$ cat src/rtl/count_display_scan.sv
// count_display_scan: keeps a 4-deep history of counter values and scans it onto a 4-digit seven-segment display
module count_display_scan #(
    parameter int REFRESH_DIV = 50000
) (
    input  logic       clk1,
    input  logic       rst,
    input  logic [3:0] count_in,
    input  logic       count_valid,
    output logic [6:0] seg,
    output logic       dp,
    output logic [3:0] an,
    output logic       new_flag
);
    localparam int PW = (REFRESH_DIV > 2) ? $clog2(REFRESH_DIV) : 1;

    logic [3:0]    d [4];
    logic [2:0]    fill;
    logic          wrap;
    logic [PW-1:0] presc;
    logic [1:0]    ptr;
    logic          capture;
    logic          tick;
    logic          blank;
    logic [3:0]    an_n;
    logic [6:0]    seg_n;
    logic          dp_n;

    function automatic logic [6:0] hex(input logic [3:0] v);
        case (v)
            4'h0: hex = 7'b1000000;
            4'h1: hex = 7'b1111001;
            4'h2: hex = 7'b0100100;
            4'h3: hex = 7'b0110000;
            4'h4: hex = 7'b0011001;
            4'h5: hex = 7'b0010010;
            4'h6: hex = 7'b0000010;
            4'h7: hex = 7'b1111000;
            4'h8: hex = 7'b0000000;
            4'h9: hex = 7'b0010000;
            4'ha: hex = 7'b0001000;
            4'hb: hex = 7'b0000011;
            4'hc: hex = 7'b1000110;
            4'hd: hex = 7'b0100001;
            4'he: hex = 7'b0000110;
            default: hex = 7'b0001110;
        endcase
    endfunction

    // capture qualification, scan tick and the display image for the current digit
    always_comb begin
        capture = count_valid && (fill == 3'd0 || count_in != d[0]);
        tick    = presc == PW'(REFRESH_DIV - 1);
        blank   = {1'b0, ptr} >= fill;
        an_n    = blank ? 4'b1111 : ~(4'b0001 << ptr);
        seg_n   = blank ? 7'b1111111 : hex(d[ptr]);
        dp_n    = ~(!blank && ptr == 2'd0 && wrap);
    end

    // history shift, fill level and wrap flag, updated only on a fresh value
    always_ff @(posedge clk1) begin
        if (rst) begin
            d    <= '{default: 4'd0};
            fill <= 3'd0;
            wrap <= 1'b0;
        end else if (capture) begin
            d    <= '{count_in, d[0], d[1], d[2]};
            fill <= (fill == 3'd4) ? fill : fill + 3'd1;
            wrap <= fill != 3'd0 && count_in < d[0];
        end
    end

    // dwell prescaler advancing the digit pointer on its terminal count
    always_ff @(posedge clk1) begin
        if (rst) begin
            presc <= '0;
            ptr   <= 2'd0;
        end else if (tick) begin
            presc <= '0;
            ptr   <= ptr + 2'd1;
        end else begin
            presc <= presc + 1'b1;
        end
    end

    // registered pins so no input reaches an output combinationally
    always_ff @(posedge clk1) begin
        if (rst) begin
            an       <= 4'b1111;
            seg      <= 7'b1111111;
            dp       <= 1'b1;
            new_flag <= 1'b0;
        end else begin
            an       <= an_n;
            seg      <= seg_n;
            dp       <= dp_n;
            new_flag <= capture;
        end
    end
endmodule
$ cat config.mk
export PLATFORM = sky130hd
export DESIGN_NAME = count_display_scan
export DESIGN_NICKNAME = d
export VERILOG_FILES = /design/src/rtl/count_display_scan.sv
export SDC_FILE = /design/constraint.sdc
export NUM_CORES = 1
export LEC_CHECK = 0
export CORE_UTILIZATION = 55
export DETAILED_ROUTE_END_ITERATION = 8
export GPL_ROUTABILITY_DRIVEN = 0
export PLACE_DENSITY = 0.8
export RECOVER_POWER = 50
export SLEW_MARGIN = 20
export SYNTH_ARGS = -nofsm -noshare
export SYNTH_HDL_FRONTEND = slang
export SYNTH_SLANG_ARGS = --single-unit
export TNS_END_PERCENT = 1
$ cat constraint.sdc
create_clock -name clk1 -period 7.1 [get_ports clk1]
set_clock_uncertainty 0.2 [all_clocks]
set_input_delay 1.42 -clock clk1 [delete_from_list [all_inputs] [get_ports clk1]]
set_output_delay 1.42 -clock clk1 [all_outputs]
set_load 0.05 [all_outputs]
== Yosys cells after proc, flatten, opt, wreduce, memory -nomap -nowiden ==
Memories as Yosys holds them, arrays and structs flattened. A register that Yosys moved wholly into a read port is not among the register bits.
Cells that the tools add are included.

* Input bits: 7
* Memories: 1
* Bits in registers: 44
* Output and inout port bits: 13
* Word-level logic and storage cells: 41
* ROM bits: 112

* Add/sub/neg operators: 3
* Muxes and demuxes: 3
* Eq/ne operators: 3
* Bitwise gates (word level): 4
* Reductions and logical operators: 12
* Magnitude comparators: 3
* Shift-type cells: 1

{| class="wikitable"
|+ Memory list
! memory !! depth !! bits a word !! rd ports !! clocked after memory_dff !! write ports !! RTL line !! source
|-
| (no name shown) || 16 || 7 || 1 || 1 || 0 || 29 || <nowiki>case (v)</nowiki>
|}

{| class="wikitable"
|+ Operator list
! operator !! number
|-
| 16-bit by 1-bit adder with 16-bit output (second input constant) || 1
|-
| 16-bit == test (second input constant) || 1
|-
| 4-bit binary-select mux with 2-bit select || 1
|-
| 4-bit two-way mux || 2
|-
| 1-bit logical AND || 4
|-
| 4-bit less-than comparator || 1
|-
| 4-bit != test || 1
|-
| 4-bit NOT || 1
|-
| 2-bit OR reduction || 2
|-
| 1-bit by 2-bit << shifter with 4-bit output (first input constant) || 1
|-
| 3-bit by 1-bit adder with 3-bit output (second input constant) || 1
|-
| 3-bit == test (second input constant) || 1
|-
| 2-bit by 3-bit greater-or-equal comparator with 1-bit output || 1
|-
| 3-bit greater-or-equal comparator (second input constant) || 1
|-
| 3-bit zero test || 1
|-
| 2-bit NOT with 3-bit output || 1
|-
| 3-bit nonzero test || 1
|-
| 2-bit by 1-bit adder with 2-bit output (second input constant) || 1
|-
| 2-bit zero test || 1
|-
| 1-bit NOT || 2
|-
| 2-bit AND reduction || 1
|-
| 1-bit zero test || 1
|-
| 1-bit logical OR || 1
|}

== Logic depth before layout (Yosys ltp) ==
Gate-level depths: netlist (run 1).

* Word-level depth: 5
* Mapped depth: 9
* Gate-level depth less buffers: 7

== Worst setup path before layout (run 1) ==
Ideal clock, no wire load.

* Path kind: input -> register
* From: in count_in[0]
* To: reg d[0] in the netlist's numbering
* Stages on the path: 7
* Buffers on the path: 1
* Arrival time: 2.695 ns
* Slack: 4.078 ns
* Required time: 6.772 ns
* Library setup time: 0.128 ns
* Cell sequence: inv_1 > ha_1 > nand4_1 > o21ai_1 > buf_2 > mux2i_1 > nor2_1

* Word-level cells in the longest chain between the ends: 3

{| class="wikitable"
|+ RTL lines
! item !! RTL line !! source
|-
| start, declared || 7 || <nowiki>input logic [3:0] count_in,</nowiki>
|-
| 4-bit != test || 51 || <nowiki>capture = count_valid && (fill == 3'd0 || count_in != d[0]);</nowiki>
|-
| 1-bit logical OR || 51 ||
|-
| 1-bit logical AND || 51 ||
|-
| end signal, assigned || 66 || <nowiki>d <= '{count_in, d[0], d[1], d[2]};</nowiki>
|-
| end, declared || 16 || <nowiki>logic [3:0] d [4];</nowiki>
|}

Every way passes these cells.
A chain may end at the register's enable or synchronous reset.

== Final worst setup path (run 1) ==
* From: in count_in[0]
* To: reg fill[2]

* Word-level cells in the longest chain between the ends: 4

{| class="wikitable"
|+ RTL lines
! item !! RTL line !! source
|-
| 4-bit != test || 51 ||
|-
| 1-bit logical OR || 51 ||
|-
| 1-bit logical AND || 51 ||
|-
| 2-bit AND reduction (no source line) || n/a ||
|-
| end signal, assigned || 67 || <nowiki>fill <= (fill == 3'd4) ? fill : fill + 3'd1;</nowiki>
|-
| end, declared || 17 || <nowiki>logic [2:0] fill;</nowiki>
|}

Every way passes these cells.

==> flow_metrics.py, run 1 <==
metrics = {
    "status": {
        "status": "finished, final reports clean",
    },
    "power": {
        "seq_power_share": 0.496,
        "cell_internal_pwr_mw": 0.464,
        "total_switching_power_mw": 0.144,
        "switching_portion_of_total_power": 0.237,
        "total_power_mw": 0.608,
        "total_leakage_power_nw": 1.02,
        "vdd_ir_drop_max_mv": 0.123,
        "pwr_density_cell_nw_per_um2": 228,
        "pwr-share-comb": 0.118,
        "power_frac_clock": 0.386,
    },
    "setup_path": {
        "crit_chain": "clkdlybuf4s50_1 > inv_1 > ha_1 > nand4_1 > o21ai_2 > inv_1 > a21oi_1 > a311oi_1",
        "worstSetupStartpointType": "input pin",
        "crit_arrival_ns": 3.68,
        "crit_slowest_cell": "o21ai_2",
        "path_max_fanout": 25,
        "worst_ep_required_time_ns": 7.06,
        "timing.critical_path.mode_cell": "inv_1",
        "cpPeakStageDelay_ns": 0.84,
        "crit_path_end_kind": "flip-flop",
        "setup.worst_path.class": "input pin to flip-flop",
    },
    "yosys": {
        "seq_area_frac_synth": 0.438,
        "synth.area.top_cells": "dfxtp_1 (44%), ha_1 (10%), nor2_1 (7.7%)",
        "netlist.top_cell.by_area": "dfxtp_1",
        "synth_edf_count": 0,
        "synthCells": 249,
        "synth_most_common_cell": "dfxtp_1",
        "async_flop_share": 0,
        "synth-seq-cells": 51,
        "post_synth_instance_area_sq_um": 2330,
        "synth.cells.most_frequent": "dfxtp_1 (51), nor2_1 (48), ha_1 (19), nand2_1 (19), inv_1 (17)",
        "synth_top_flop_cell": "dfxtp_1",
        "synth.net_count": 275,
        "synth_cell_type_count": 36,
        "synth-warning-count": 0,
        "netlist.area_leader.share": 0.438,
        "synthesis.area_per_instance_sq_um": 9.37,
    },
    "floorplan": {
        "core-area_sq_um": 4030,
        "top_level_ports": 20,
        "die_height_microns": 67.1,
        "floorplan.initialDensity": 0.579,
        "die-area_sq_um": 4510,
        "die_width_microns": 67.1,
        "floorplan.rows": 23,
    },
    "clocking": {
        "clock_buffers_created_by_tritoncts": 5,
        "insertion_delay_ns": 0.31,
        "clk_pin_slew_ns": 0.09,
        "ctsHtreeMaxLevel": 2,
        "root_buffer_cell": "clkbuf_8",
        "cts.repair.resized": 0,
        "clock_tree.buffer_depth": 2,
        "post_cts.repair.setup_buffers": 0,
        "clock_sink_count": 51,
        "tritoncts": "done",
        "cts-hold-fix-buffers": 0,
    },
    "sta": {
        "whs_ns": 0.216,
        "rsz0062_at_grt": "false",
        "setup_viol": 0,
        "final_max_slew_viol_count": 0,
        "fin_setup_tns_ns": 0,
        "max_freq_mhz": 269,
        "worst_slew_margin_rel": 0.278,
        "hold_violations": 0,
        "layout_worst_path_cycle_share": 0.524,
        "period_needed_ns": 3.72,
        "worst-slew-pin-transition_ns": 1.08,
    },
    "grt": {
        "gr-total-overflow": 0,
        "antenna_found_initial": 0,
        "globalRouteTotalUtil": 0.194,
        "grt_pass1_wl_microns": 6460,
        "grt_start_max_net_pins": 27,
        "grt_pass1_vias": 1427,
    },
    "final_layout": {
        "finalCoreUtilization": 0.663,
        "final_net_count": 292,
        "post_route_cells_drive_above_1_share": 0.0449,
        "multiInputGateArea_sq_um": 1200,
        "sequential_cell_area_in_the_final_layout_sq_um": 1020,
        "count_of_antenna_diodes_in_the_layout": 0,
        "nFillCells": 344,
        "flow.area_growth_from_synthesis_pct": 14.5,
    },
    "drt": {
        "drt_iter0_drc": 115,
        "final_antenna_net_count": 0,
        "finalWirelength_microns": 4020,
        "detailroute.via_count": 1656,
        "avgViaCountPerCell": 5.22,
        "dr.pass1.iters": 4,
        "total_drc_errors_in_the_routed_layout": 0,
        "routed_wire_length_per_instance_microns": 12.7,
    },
    "job": {
        "max_cap_viol_count": 0,
    },
    "placement": {
        "buffer_ports.inserted": 19,
        "dp_hpwl_microns": 2880,
    },
    "min_path": {
        "holdCritPathClass": "flip-flop to flip-flop",
    },
}
==> cells in the final DEF (no fill, tap or decap), drive strengths merged, types with 8 or more instances in the layout <==
| cell type | instances |
|---|---|
| mux2i | 12 |
| xor2 | 8 |
| nand2 | 19 |
| nor2 | 48 |
| dfxtp | 51 |
| inv | 17 |
| ha | 19 |
| dlygate4sd3 | 14 |
| xnor2 | 8 |
| a21oi | 11 |
==> critical path, delay by kind of cell <==
family / cells / cell delay, ns
AOI/OAI and AO/OA: 3 / 1.12
buffers and inverters: 3 / 0.76
adders and majority gates: 1 / 0.27
and+or+nand+nor: 1 / 0.10
==> cells by family after synthesis <==
family,after synthesis,synth area share
compound gates,25,0.0681
mux,17,0.103
buf+inv,26,0.0488
fa+ha+maj,19,0.102
flops,51,0.438
xor+xnor,16,0.0601
simple gates,95,0.180
==> power groups by stage <==
stage,clock [mW],combinational [mW],sequential [mW]
final,0.235,0.0719,0.301
after CTS,0.238,0.0739,0.302
after global routing,0.245,0.0791,0.303
after global placement,0,0.0713,0.308
after detailed placement,0,0.0728,0.308
after floorplan,0,0.0401,0.321
==> layout make-up <==
type,count,area share
Clock inverter,2,0.0225
Clock buffer,6,0.0272
Timing Repair Buffer,19,0.0712
Sequential cell,51,0.382
Tap cell,50,0.0234
Multi-Input combinational cell,172,0.450
Inverter,17,0.0239
==> metrics by stage <==
step / std cells / worst slack [ns] / cell area, sq um
2_1_floorplan: 249 / 4.08 / 2330
3_3_place_gp: 309 / 3.10 / 2540
3_5_place_dp: 309 / 3.07 / 2540
4_1_cts: 317 / 3.40 / 2670
5_1_grt: 317 / 3.21 / 2670
6_report: 317 / 3.38 / 2670
==> worst paths after layout <==
check	start	endpoint	slack [ns]	cells after the start
setup / recovery	count_in[0]	fill[2]	3.38	8
hold / removal	wrap	dp	0.22	1
setup reg to reg	d[13]	fill[2]	4.51	7
hold reg to reg	wrap	dp	0.22	1
==> layer usage <==
layer	GRT usage	part of all wire	vias to the layer above
met5	0	0	-
met1	0.249	0.49	751
met3	0.0514	0.042	7
li1	-	-	862
met2	0.300	0.45	36
met4	0.0878	0.017	0
==> flip-flops by register name, indices dropped and copies added (netlist names) <==
signal,count
an,4
d,16
dp,1
fill,3
new_flag,1
presc,16
ptr,2
seg,7
wrap,1
Power figures use the tool's default switching activity.
==> run 2, diff against run 1 <==
- CORE_UTILIZATION: 55 -> 51
- PLACE_DENSITY: 0.8 -> 0.78
- clock period: 7.1 -> 3.3 ns (I/O delays scaled with it)
==> run 2 against run 1 <==
Effect of this change: non-clock buffer count is 2 higher; flip-flop and latch count stayed put; hold slack worse by 0.0022 ns; largest cell class unchanged.
==> flow_metrics.py, run 2 (synthesis gave the netlist of run 1 again) <==
metrics = {
    "status": {
        "status": "finished, final reports clean",
    },
    "sta": {
        "max_freq_mhz": 384,
        "worst_slew_margin_rel": 0.403,
        "setup_viol": 0,
        "whs_ns": 0.214,
        "rsz0062_at_grt": "false",
        "period_needed_ns": 2.60,
        "fin_setup_tns_ns": 0,
        "worst-slew-pin-transition_ns": 0.895,
        "layout_worst_path_cycle_share": 0.788,
        "hold_violations": 0,
        "setup_slack_ns": 0.698,
        "final_max_slew_viol_count": 0,
    },
    "grt": {
        "globalRouteTotalUtil": 0.177,
        "grt_pass1_wl_microns": 6990,
        "antenna_found_initial": 0,
        "grt_pass1_vias": 1553,
        "gr-total-overflow": 0,
        "grt_start_max_net_pins": 22,
    },
    "final_layout": {
        "fin_cells": 321,
        "post_route_cells_drive_above_1_share": 0.0483,
        "flow.area_growth_from_synthesis_pct": 13.7,
        "mostFrequentLayoutCells": "dfxtp_1 (51), nor2_1 (48), nand2_1 (19), ha_1 (19), inv_1 (17)",
        "final_cell_area_sq_um": 2650,
        "final_net_count": 294,
        "most_frequent_standard_cell_in_the_layout_excluding_fill_and_tap_cells": "dfxtp_1",
        "finalCoreUtilization": 0.605,
        "count_of_antenna_diodes_in_the_layout": 0,
        "reg_top3": "d x16, presc x16, seg x7",
    },
    "setup_path": {
        "worst_ep_required_time_ns": 3.26,
        "path_max_fanout": 15,
        "crit_arrival_ns": 2.56,
        "worstSetupStartpointType": "input pin",
        "setup.worst_path.class": "input pin to flip-flop",
        "crit_path_end_kind": "flip-flop",
    },
    "floorplan": {
        "floorplan.initialDensity": 0.532,
        "die_width_microns": 69.6,
        "die_height_microns": 69.6,
        "top_level_ports": 20,
        "die-area_sq_um": 4850,
        "floorplan.rows": 24,
        "core-area_sq_um": 4380,
    },
    "clocking": {
        "cts-hold-fix-buffers": 0,
        "post_cts.repair.setup_buffers": 0,
        "clk_pin_slew_ns": 0.09,
        "clock_sink_count": 51,
        "ctsHtreeMaxLevel": 2,
        "clock_buffers_created_by_tritoncts": 5,
        "clock_tree.buffer_depth": 2,
        "tritoncts": "done",
        "insertion_delay_ns": 0.30,
        "cts.repair.resized": 0,
        "root_buffer_cell": "clkbuf_8",
    },
    "job": {
        "max_cap_viol_count": 0,
    },
    "power": {
        "vdd_ir_drop_max_mv": 0.230,
        "pwr_density_cell_nw_per_um2": 447,
        "total_power_mw": 1.19,
        "total_leakage_power_nw": 1.01,
    },
    "min_path": {
        "holdCritPathClass": "flip-flop to flip-flop",
    },
    "placement": {
        "pre_cts_ws_ns": 0.434,
        "buffer_ports.inserted": 19,
        "numPlacedInstances": 313,
        "dp_hpwl_microns": 2840,
        "area_post_placement_sq_um": 2560,
    },
    "drt": {
        "final_antenna_net_count": 0,
        "avgViaCountPerCell": 5.18,
        "drt_iter0_drc": 95,
        "detailroute.via_count": 1662,
        "routed_wire_length_per_instance_microns": 12.3,
        "finalWirelength_microns": 3940,
        "total_drc_errors_in_the_routed_layout": 0,
        "dr.pass1.iters": 4,
    },
}
[run 2: layout make-up]
type / count / area (sq um)
Tap cell: 52 / 65.1
Clock buffer: 8 / 100
Sequential cell: 51 / 1020
Multi-Input combinational cell: 172 / 1200
Fill cell: 380 / 1730
Timing Repair Buffer: 21 / 201
Inverter: 17 / 63.8
[run 2: worst max-delay path, cell delays in order]
cell and delay (ns):
clkdlybuf4s50_1 0.46, ha_1 0.32, nand4_1 0.12, o21ai_2 0.40, buf_4 0.32, mux2i_1 0.23
nor2_1 0.06
[run 2: path summary, 6_finish.rpt]
kind,start,to,slack [ns],cells past startpoint
setup / recovery,count_in[3],d[8],0.70,7
setup reg to reg,ptr[0],seg[4],0.74,7
hold / removal,wrap,dp,0.21,1
hold reg to reg,wrap,dp,0.21,1
[run 2: per-layer routing]
metal,share of wire,vias to the layer above,track usage
met3,0.022,4,0.0349
met4,0.011,0,0.0600
met5,0,-,0
met1,0.53,767,0.249
met2,0.44,20,0.274
li1,-,871,-
[run 2: where the power goes]
group	leakage (nW)	internal, mW	switching, mW
clock network	0.0515	0.192	0.191
registers	0.414	0.636	0.0122
logic	0.548	0.0591	0.0964
total	1.01	0.887	0.299
